## src/rtl/comparator_pkg.sv

```systemverilog
// Shared types and helpers for the streaming magnitude comparator.
package comparator_pkg;

    typedef enum logic [1:0] {
        CMP_LT = 2'd0,
        CMP_EQ = 2'd1,
        CMP_GT = 2'd2
    } cmp_result_t;

    // Widest statistics counter the saturating helper supports.
    localparam int unsigned MAX_CNT_W = 64;

    // Increment v, holding at the all-ones value of a w-bit counter
    // (w <= MAX_CNT_W). Callers zero-extend in and truncate out.
    function automatic logic [MAX_CNT_W-1:0] sat_inc(
        input logic [MAX_CNT_W-1:0] v,
        input int unsigned          w
    );
        logic [MAX_CNT_W-1:0] lim;
        lim = {MAX_CNT_W{1'b1}} >> (MAX_CNT_W - w);
        return (v == lim) ? v : v + MAX_CNT_W'(1);
    endfunction

endpackage

```

## src/rtl/comparator_stream_cmp_core.sv

```systemverilog
// Combinational signed/unsigned magnitude compare of two operands.
module cmp_core
    import comparator_pkg::*;
#(
    parameter int WIDTH = 8
) (
    input  logic [WIDTH-1:0] a,
    input  logic [WIDTH-1:0] b,
    input  logic             signed_mode,
    output cmp_result_t      res
);

    logic a_lt;

    // Resolve equality first, then order under the requested interpretation.
    always_comb begin
        a_lt = 1'b0;
        res  = CMP_EQ;
        if (a != b) begin
            if (signed_mode) a_lt = $signed(a) < $signed(b);
            else             a_lt = a < b;
            res = a_lt ? CMP_LT : CMP_GT;
        end
    end

endmodule

```

## src/rtl/comparator_stream.sv

```systemverilog
// Registered streaming comparator with running GT/LT/EQ counts and max/min.
module comparator_stream
    import comparator_pkg::*;
#(
    parameter int WIDTH = 8,
    parameter int CNT_W = 16
) (
    input  logic             clk,
    input  logic             rst_n,
    input  logic             in_valid,
    output logic             in_ready,
    input  logic [WIDTH-1:0] a,
    input  logic [WIDTH-1:0] b,
    input  logic             signed_mode,
    input  logic             clear,
    output logic             out_valid,
    input  logic             out_ready,
    output logic             a_gt_b,
    output logic             a_lt_b,
    output logic             a_eq_b,
    output logic [CNT_W-1:0] gt_count,
    output logic [CNT_W-1:0] lt_count,
    output logic [CNT_W-1:0] eq_count,
    output logic [WIDTH-1:0] max_val,
    output logic [WIDTH-1:0] min_val,
    output logic             stats_valid
);

    logic             out_valid_q, out_valid_d;
    logic             gt_q, gt_d, lt_q, lt_d, eq_q, eq_d;
    logic [CNT_W-1:0] gt_cnt_q, gt_cnt_d;
    logic [CNT_W-1:0] lt_cnt_q, lt_cnt_d;
    logic [CNT_W-1:0] eq_cnt_q, eq_cnt_d;
    logic [WIDTH-1:0] max_q, max_d, min_q, min_d;
    logic             sv_q, sv_d;

    logic             accept;
    cmp_result_t      pair_res, max_res, min_res;
    logic [WIDTH-1:0] pair_max, pair_min;

    // Single output register without skid: accept whenever it drains this cycle.
    assign in_ready = !out_valid_q || out_ready;
    assign accept   = in_valid && in_ready;

    cmp_core #(.WIDTH(WIDTH)) u_pair (
        .a(a), .b(b), .signed_mode(signed_mode), .res(pair_res)
    );

    // On equality either operand serves as both the pair max and min.
    assign pair_max = (pair_res == CMP_GT) ? a : b;
    assign pair_min = (pair_res == CMP_LT) ? a : b;

    // Running extrema are compared in the incoming pair's own mode.
    cmp_core #(.WIDTH(WIDTH)) u_max (
        .a(pair_max), .b(max_q), .signed_mode(signed_mode), .res(max_res)
    );
    cmp_core #(.WIDTH(WIDTH)) u_min (
        .a(pair_min), .b(min_q), .signed_mode(signed_mode), .res(min_res)
    );

    // Next-state: handshake/result register, then stats with clear taking
    // effect before any same-cycle accept.
    always_comb begin
        out_valid_d = out_valid_q;
        gt_d        = gt_q;
        lt_d        = lt_q;
        eq_d        = eq_q;
        gt_cnt_d    = clear ? '0 : gt_cnt_q;
        lt_cnt_d    = clear ? '0 : lt_cnt_q;
        eq_cnt_d    = clear ? '0 : eq_cnt_q;
        max_d       = clear ? '0 : max_q;
        min_d       = clear ? '0 : min_q;
        sv_d        = clear ? 1'b0 : sv_q;

        if (accept) begin
            out_valid_d = 1'b1;
            gt_d        = (pair_res == CMP_GT);
            lt_d        = (pair_res == CMP_LT);
            eq_d        = (pair_res == CMP_EQ);
        end else if (out_ready) begin
            out_valid_d = 1'b0;
        end

        if (accept) begin
            unique case (pair_res)
                CMP_GT:  gt_cnt_d = CNT_W'(sat_inc(MAX_CNT_W'(gt_cnt_d), CNT_W));
                CMP_LT:  lt_cnt_d = CNT_W'(sat_inc(MAX_CNT_W'(lt_cnt_d), CNT_W));
                default: eq_cnt_d = CNT_W'(sat_inc(MAX_CNT_W'(eq_cnt_d), CNT_W));
            endcase
            // First pair since reset/clear loads directly; sv_d already
            // reflects a same-cycle clear.
            if (!sv_d) begin
                max_d = pair_max;
                min_d = pair_min;
            end else begin
                if (max_res == CMP_GT) max_d = pair_max;
                if (min_res == CMP_LT) min_d = pair_min;
            end
            sv_d = 1'b1;
        end
    end

    // State registers; reset drops any pending result immediately.
    always_ff @(posedge clk or negedge rst_n) begin
        if (!rst_n) begin
            out_valid_q <= 1'b0;
            gt_q        <= 1'b0;
            lt_q        <= 1'b0;
            eq_q        <= 1'b0;
            gt_cnt_q    <= '0;
            lt_cnt_q    <= '0;
            eq_cnt_q    <= '0;
            max_q       <= '0;
            min_q       <= '0;
            sv_q        <= 1'b0;
        end else begin
            out_valid_q <= out_valid_d;
            gt_q        <= gt_d;
            lt_q        <= lt_d;
            eq_q        <= eq_d;
            gt_cnt_q    <= gt_cnt_d;
            lt_cnt_q    <= lt_cnt_d;
            eq_cnt_q    <= eq_cnt_d;
            max_q       <= max_d;
            min_q       <= min_d;
            sv_q        <= sv_d;
        end
    end

    assign out_valid   = out_valid_q;
    assign a_gt_b      = gt_q;
    assign a_lt_b      = lt_q;
    assign a_eq_b      = eq_q;
    assign gt_count    = gt_cnt_q;
    assign lt_count    = lt_cnt_q;
    assign eq_count    = eq_cnt_q;
    assign max_val     = max_q;
    assign min_val     = min_q;
    assign stats_valid = sv_q;

endmodule

```

## config.mk

```make
export PLATFORM = sky130hd
export DESIGN_NAME = comparator_stream
export DESIGN_NICKNAME = d
export VERILOG_FILES = /design/src/rtl/comparator_pkg.sv /design/src/rtl/comparator_stream_cmp_core.sv /design/src/rtl/comparator_stream.sv
export SDC_FILE = /design/constraint.sdc
export NUM_CORES = 1
export LEC_CHECK = 0
export CORE_ASPECT_RATIO = 1.5
export CORE_MARGIN = 4
export CORE_UTILIZATION = 56
export DETAILED_ROUTE_END_ITERATION = 10
export PLACE_DENSITY_LB_ADDON = 0.25
export SYNTH_ARGS = -nofsm -noshare
export SYNTH_HDL_FRONTEND = slang
export SYNTH_SLANG_ARGS = --single-unit
```

## constraint.sdc

```tcl
create_clock -name clk -period 6.4 [get_ports clk]
set_clock_uncertainty 0.2 [all_clocks]
set_input_delay 0.64 -clock clk [delete_from_list [all_inputs] [get_ports clk]]
set_output_delay 0.64 -clock clk [all_outputs]
set_load 0.01 [all_outputs]
```

Word-level counts from Yosys, hierarchy flattened
Cells that the tools add are included.

word-level totals
  input bits = 22
  word-level logic and storage cells = 73
  output and inout bits = 70
  bits in registers = 69

operators by class
  add/sub/neg operators = 3
  mux-type cells = 38
  reduce and logical (&&, ||, !) cells = 7
  order comparisons = 6
  eq/ne operators = 9

operator list
  cell                     count
  $mux W16                 12
  $mux W8                  10
  $add A16 B1 Y16 const B  3
  $eq A16 B16 Y1 const B   3
  $lt A8 B8 Y1             6
  $ne A8 B8 Y1             3
  $mux W2                  6
  $mux W1                  10
  $eq A2 B2 Y1 const B     2
  $logic_not A2 Y1         2
  $eq A2 B1 Y1 const B     1
  $reduce_bool A2 Y1       1
  $reduce_or A2 Y1         1
  $logic_and A1 B1 Y1      1
  $logic_not A1 Y1         1
  $logic_or A1 B1 Y1       1

Longest topological paths before layout
Gate-level depths: netlist (run 1).

  word-level depth = 16
  gate-level depth with buffers = 15
  gate-level depth less buffers = 14

By module
From an unflattened synthesis (run 1), not the netlist that was laid out.

second synthesis, totals
  cells, all modules = 431
  area, all modules = 4166.5 um^2

by module, submodules not included
  module             instances  sequential area each (um^2)  area each (um^2)  cells an instance
  comparator_stream  1          1726.7                       3517.1            341
  cmp_core           3          0.0                          216.5             30

Worst setup path before layout (run 1)
Ideal clock, no wire load.

  kind = input to register
  start point = input b[5]
  end point = register min_q[2] (netlist: min_val[2])
  required time = 6.075 ns
  stages = 15
  setup time = 0.125 ns
  setup slack = 1.966 ns
  arrival time = 4.110 ns
  path buffers = 1
  path through = inv_1 -> ha_1 -> a21o_1 -> a2111oi_4 -> a21oi_2 -> or3_1 -> buf_6 -> mux2_4 -> ha_1 -> nand4_1 -> o22ai_1 -> a2111oi_0 -> o21ai_0 -> a21boi_0 -> mux2_2

on the way
  cells in the longest elaborated chain, start to end = 16
  elaborated cells on any way between the ends = 20
  classes of those cells = 4 x order compare; 2 x eq/ne; 12 x mux; 2 x reduce/logical

RTL lines
  element                          line                                                                text
  start, declared                  comparator_stream.sv:13                                             input logic [WIDTH-1:0] b,
  $lt A8 B8 Y1 (on tied branches)  comparator_stream_cmp_core.sv:21, comparator_stream_cmp_core.sv:20
  $mux W1                          comparator_stream_cmp_core.sv:20                                    if (signed_mode) a_lt = $signed(a) < $signed(b);
  $mux W1                          comparator_stream_cmp_core.sv:19                                    if (a != b) begin
  $mux W2                          comparator_stream_cmp_core.sv:22                                    res = a_lt ? CMP_LT : CMP_GT;
  $mux W2                          comparator_stream_cmp_core.sv:19
  $logic_not A2 Y1                 comparator_stream.sv:51                                             assign pair_min = (pair_res == CMP_LT) ? a : b;
  $mux W8 *                        comparator_stream.sv:51
  $lt A8 B8 Y1 (on tied branches)  comparator_stream_cmp_core.sv:21, comparator_stream_cmp_core.sv:20
  $mux W1                          comparator_stream_cmp_core.sv:20
  $mux W1                          comparator_stream_cmp_core.sv:19
  $mux W2                          comparator_stream_cmp_core.sv:22
  $mux W2                          comparator_stream_cmp_core.sv:19
  $logic_not A2 Y1                 comparator_stream.sv:97                                             if (min_res == CMP_LT) min_d = pair_min;
  $mux W8                          comparator_stream.sv:97
  $mux W8 *                        comparator_stream.sv:92                                             if (!sv_d) begin
  $mux W8 *                        comparator_stream.sv:84                                             if (accept) begin
  net min_d[2]                     comparator_stream.sv:34                                             logic [WIDTH-1:0] max_q, max_d, min_q, min_d;
  end signal, assigned             comparator_stream.sv:125                                            min_q <= min_d;
  end, declared                    comparator_stream.sv:34

Mark *: on every way through the listed nets, which the timed path passes. The rest lies on a longest branch. The select of a mux whose other input is x is not followed.
A chain may end at the register's enable or synchronous reset.

Final worst setup path (run 1)
Same ends and word-level chain as after synthesis.

==> results.yml, run 1 <==
worst_setup_path:
  cp_num_buf_inv: 2
  crit_slowest_cell: "or3_1"
  startpoint_type: "input port"
  path_class: "in2reg"
  endpoint_kind: "flip-flop"
  arrival_ns: 5.26
  crit_fanout: 9
  cp_data_required_time_ns: 6.41
  cp_top_family: "compound AO/OA/AOI/OAI gates"
  crit_top_cell: "ha_1"
  worstPathCellList: "clkdlybuf4s50_1, inv_1, ha_1, a21o_1, a2111oi_4, a21oi_2, or3_1, mux2_4, ha_1, nand4_1, o22ai_1, a2111oi_0, o21ai_0, a21boi_0, mux2_2"
  cpPeakStageDelay_ns: 0.61
sta:
  relSlewSlack_pct: 41.5
  period_share_pct: 82.0
  layout_setup_ws_ns: 1.15
  fmax_ghz: 0.190
  layout_min_cycle_time_ns: 5.25
  report.final.slew_viol_count: 0
  finalSetupTns_ns: 0
  holdWs_ns: 0.299
  hold_viol_final: 0
  rsz0062_at_grt: "false"
  worstMarginPinSlew_ns: 0.878
  setup_viol: 0
grt:
  grt_pass1_vias: 3870
  grt_first_pass_wirelength_mm: 18.2
  grt_max_degree: 70
  grt-ovfl-total: 0
  grt.total_usage_pct: 25.4
  antenna_found_initial: 0
power:
  power.switching_uw: 358
  power.density_nw_per_um2: 226
  power.internal_uw: 911
  p_sw_share_pct: 28.2
  p_seq_share_pct: 38.2
  total_power_mw: 1.27
  pwr-share-comb_pct: 24.3
  p_leak_nw: 2.39
  pwr-share-clk_pct: 37.6
  ir_drop_mv: 0.194
clocking:
  clk_pin_slew_ns: 0.05
  clock_latency_ns: 0.33
  root_buffer: "clkbuf_16"
  cts_max_path_buffers: 2
  ctsResizeCount: 0
  clock-sinks: 69
  cts_buffers: 9
  htree_levels: 3
  post_cts_buffers: 0
  cts-hold-fix-buffers: 0
  cts_tree: "built"
logic_synthesis:
  ys_ff_latch: 69
  syn_area_um2: 4350
  syn-num-nets: 503
  synth_area_per_cell_um2: 9.59
  synthCells: 454
  ys_async_sr_fraction_pct: 100
  synth_edf_count: 0
  synthFlopType: "dfrtp_1"
  synth_cell_types: 56
  yosys_warnings: 0
  seq_area_frac_synth_pct: 39.7
placement:
  place_ws_ns: 0.868
  dpl.cell_count: 637
  port_buffers: 91
  place_hpwl_mm: 8.11
  placedInstanceArea_um2: 5340
  gp_congestion: 0.952
layout:
  drive_above_1_share_pct: 11.1
  nFillCells: 580
  fin_cells: 652
  nNetsFinal: 595
  areaGrowthSynthToFinish_pct: 29.2
  seq_area_um2: 1730
  diodes: 0
  multi_input_area_um2: 2450
  final_area_um2: 5620
  final_core_util_pct: 73.9
route:
  drt-initial-drc-count: 186
  drtPass1Iterations: 4
  drt_wl_total_mm: 11.1
  final_antenna_net_count: 0
  drc: 0
  viasPerCell: 5.84
  wl_per_cell_um: 17.0
  vias: 3808
worst_hold_path:
  timing.hold.worst.class: "in2async"
floorplan:
  start_util_pct: 57.2
  ios: 92
  core-area_um2: 7610
  die_h_um: 116
  dieArea_um2: 9270
  die_w_um: 80.0
  rows: 39
flow_run:
  cap_violations: 0
outcome:
  status: "complete, no violations"
[worst reg2reg max path: stages, from the launching register on]
cell	delay, ns
dfrtp_1	0.36
inv_1	0.07
ha_1	0.34
nand4_1	0.13
o22ai_1	0.19
a2111oi_0	0.09
o21ai_0	0.28
a21boi_0	0.60
mux2_2	0.41
[final cells by class]
type	instances	share of cell area, %
Multi-Input combinational cell	341	43.5
Tap cell	102	2.27
Sequential cell	69	30.7
Clock buffer	10	4.07
Timing Repair Buffer	94	16.4
Clock inverter	5	0.935
Inverter	31	2.07
[registers in the layout (all words and copies together), names as in the netlist]
register,cells
out_valid,1
eq_count,16
stats_valid,1
a_eq_b,1
a_gt_b,1
min_val,8
max_val,8
gt_count,16
lt_count,16
a_lt_b,1
[power by group through the flow]
stage	combinational, mW	sequential [mW]	clock [mW]
6_report	0.308	0.484	0.477
5_1_grt	0.339	0.488	0.506
2_1_floorplan	0.167	0.502	0
4_1_cts	0.308	0.484	0.485
3_5_place_dp	0.306	0.492	0
3_3_place_gp	0.296	0.490	0
[final timing paths]
kind	start	end	slack, ns	depth (start not counted)
setup / recovery	b[5]	min_val[2]$_DFF_PN0_	1.15	15
min in group clk	a_eq_b$_DFFE_PN0P_	a_eq_b$_DFFE_PN0P_	0.30	1
hold reg to reg	a_eq_b$_DFFE_PN0P_	a_eq_b$_DFFE_PN0P_	0.30	1
max in group asynchronous	rst_n	lt_count[3]$_DFF_PN0_	5.12	2
hold / removal	rst_n	max_val[2]$_DFF_PN0_	0.30	2
setup reg to reg	min_val[7]$_DFF_PN0_	min_val[2]$_DFF_PN0_	3.60	8
[logic make-up after synthesis]
kind of cell	count (synthesis)	synth area share, %
buf+inv	44	4.08
simple gates	192	22.9
xor+xnor	31	6.24
compound gates	57	10.1
fa+ha+maj	27	7.76
mux	34	9.29
flops	69	39.7
[synth_stat cells (3+ instances only)]
cell      instances  area [µm²]
a21o_1            3        22.5
a21oi_1          13        65.1
a22o_1            5        43.8
and3_1            5        31.3
and4_1            3        26.3
buf_2             4        20.0
clkbuf_1          6        22.5
dfrtp_1          69        1730
ha_1             27         338
inv_1            30         113
mux2_2           23         259
mux2_4            7         105
mux2i_1           4        40.0
nand2_1          46         173
nand3_1          25         125
nand4_1          10        62.6
nor2_1           39         146
nor2b_1          24         150
nor3_1           12        60.1
nor3b_1           3        22.5
nor4_1            5        31.3
o21ai_0           6        30.0
o31ai_1           6        45.0
or3_1             3        18.8
or4_1             7        52.6
xnor2_1          24         210
xor2_1            7        61.3
[layout by cell type, fill, tap and decap left out, types with 4 or more instances in the layout]
cell             Yosys  routed
clkdlybuf4s50_1      0      89
dfrtp_1             69      69
nand2_1             46      46
nor2_1              39      39
inv_1               30      30
ha_1                27      27
nand3_1             25      25
nor2b_1             24      24
xnor2_1             24      24
mux2_2              23      23
a21oi_1             13      13
nor3_1              12      12
nand4_1             10      10
clkbuf_16            0       9
or4_1                7       7
mux2_4               7       7
xor2_1               7       7
o31ai_1              6       6
o21ai_0              6       6
and3_1               5       5
nor4_1               5       5
a22o_1               5       5
mux2i_1              4       4
[per-layer routing]
metal  wire length (µm)  global-route usage [%]
met1               4310                    29.4
met2               5680                    42.7
met3                586                    6.69
met4                484                    13.8
met5                  0                       0
(Power assumes the default switching activity.)
==> inputs of run 2 (changes only) <==
--- a/config.mk
+++ b/config.mk
@@ -7,7 +7,7 @@
 export LEC_CHECK = 0
 export CORE_ASPECT_RATIO = 1.5
 export CORE_MARGIN = 4
-export CORE_UTILIZATION = 56
+export CORE_UTILIZATION = 52
 export DETAILED_ROUTE_END_ITERATION = 10
 export PLACE_DENSITY_LB_ADDON = 0.25
 export SYNTH_ARGS = -nofsm -noshare
==> constraint.sdc (replaced) <==
create_clock -name clk -period 5.4 [get_ports clk]
set_clock_uncertainty 0.2 [all_clocks]
set_input_delay 0.54 -clock clk [delete_from_list [all_inputs] [get_ports clk]]
set_output_delay 0.54 -clock clk [all_outputs]
set_load 0.01 [all_outputs]
==> results.yml, run 2 (synthesis gave the netlist of run 1 again) <==
outcome:
  status: "complete, no violations"
floorplan:
  core-area_um2: 8110
  rows: 40
  die_w_um: 82.7
  start_util_pct: 53.7
  die_h_um: 120
  dieArea_um2: 9930
  ios: 92
clocking:
  clock-sinks: 69
  post_cts_buffers: 0
  cts-hold-fix-buffers: 0
  cts_max_path_buffers: 2
  cts_buffers: 9
  htree_levels: 3
  ctsResizeCount: 0
  clk_pin_slew_ns: 0.05
  clock_latency_ns: 0.34
  cts_tree: "built"
  root_buffer: "clkbuf_16"
sta:
  worstMarginPinSlew_ns: 0.887
  period_share_pct: 93.8
  report.final.slew_viol_count: 0
  layout_min_cycle_time_ns: 5.07
  layout_setup_ws_ns: 0.333
  fmax_ghz: 0.197
  rsz0062_at_grt: "false"
  hold_viol_final: 0
  finalSetupTns_ns: 0
  holdWs_ns: 0.202
  setup_viol: 0
  relSlewSlack_pct: 40.9
power:
  total_power_mw: 1.52
  p_sw_share_pct: 28.0
  p_seq_share_pct: 37.9
  pwr-share-clk_pct: 37.8
  power.switching_uw: 424
  p_leak_nw: 2.41
  power.internal_mw: 1.09
  power.density_nw_per_um2: 268
  ir_drop_mv: 0.179
  pwr-share-comb_pct: 24.3
layout:
  fin_cells: 659
  final_cell_mix: "clkdlybuf4s50_1 (89), dfrtp_1 (69), nand2_1 (46)"
  final_core_util_pct: 69.8
  layout_commonest_cell: "clkdlybuf4s50_1"
  nNetsFinal: 598
  final_area_um2: 5660
  drive_above_1_share_pct: 11.4
  areaGrowthSynthToFinish_pct: 30.0
  diodes: 0
worst_setup_path:
  reg2reg_depth: 8
  arrival_ns: 5.09
  crit_fanout: 9
  endpoint_kind: "flip-flop"
  startpoint_type: "input port"
  cp_data_required_time_ns: 5.42
  path_class: "in2reg"
  r2r_slack_ns: 2.55
worst_hold_path:
  timing.hold.worst.class: "in2async"
route:
  wl_per_cell_um: 17.2
  highest_layer: "met4"
  drt_wl_total_mm: 11.3
  wl_met3_um: 687
  drtPass1Iterations: 4
  drc: 0
  vias: 3777
  drt-initial-drc-count: 179
  route.met2.wl_mm: 5.68
  final_antenna_net_count: 0
  drt-met1-wl_mm: 4.47
  viasPerCell: 5.73
placement:
  placedInstanceArea_um2: 5370
  place_hpwl_mm: 8.16
  gp_congestion: 0.925
  dpl.cell_count: 643
  place_ws_ns: 0.0326
  port_buffers: 91
grt:
  grt-ovfl-total: 0
  grt.total_usage_pct: 24.7
  grt_max_degree: 70
  antenna_found_initial: 0
  grt_pass1_vias: 3943
  grt_first_pass_wirelength_mm: 18.8
flow_run:
  cap_violations: 0
-- run 2: changes by cell type in the layout (fill, tap and decap cells not counted), sizes merged --
| cell | previous run | this run |
|---|---|---|
| bufinv | 1 | 0 |
| buf | 5 | 8 |
| clkinvlp | 1 | 0 |
| clkinv | 3 | 0 |
| clkbuf | 10 | 16 |
-- run 2: worst paths after layout --
path | start | end
worst max register to register | lt_count[0]$_DFF_PN0_ | lt_count[11]$_DFF_PN0_
max in group asynchronous | rst_n | eq_count[14]$_DFF_PN0_
worst min register to register | a_eq_b$_DFFE_PN0P_ | a_eq_b$_DFFE_PN0P_
worst min-delay path | rst_n | max_val[2]$_DFF_PN0_
worst max-delay path | b[5] | min_val[2]$_DFF_PN0_
min in group clk | a_eq_b$_DFFE_PN0P_ | a_eq_b$_DFFE_PN0P_
-- run 2: layout make-up --
class / count / area [µm²]
fillers: 677 / 2450
flip-flops and latches: 69 / 1730
inverters: 31 / 116
clock buffers: 16 / 292
well taps: 105 / 131
multi-input cells: 341 / 2450
repair buffers: 97 / 946
-- run 2: power by group through the flow --
stage	Clock, mW	Sequential, mW	Combinational [mW]
4_1_cts	0.585	0.575	0.369
2_1_floorplan	0	0.595	0.198
5_1_grt	0.605	0.578	0.409
3_5_place_dp	0	0.584	0.367
6_report	0.574	0.575	0.368
3_3_place_gp	0	0.582	0.357
-- run 2: layer usage --
metal,global-route usage (%),vias up
li1,-,1792
met1,28.9,1823
met2,39.7,123
met3,6.91,39
met4,13.7,0
met5,0,-
-- run 2: worst max-delay path: stages --
cell and delay (ns):
clkdlybuf4s50_1 0.51, inv_1 0.06, ha_1 0.28, a21o_1 0.19, a2111oi_4 0.36, a21oi_2 0.07
or3_1 0.59, mux2_4 0.40, ha_1 0.35, nand4_1 0.14, o22ai_1 0.17, a2111oi_0 0.07
o21ai_0 0.31, a21boi_0 0.64, mux2_2 0.41
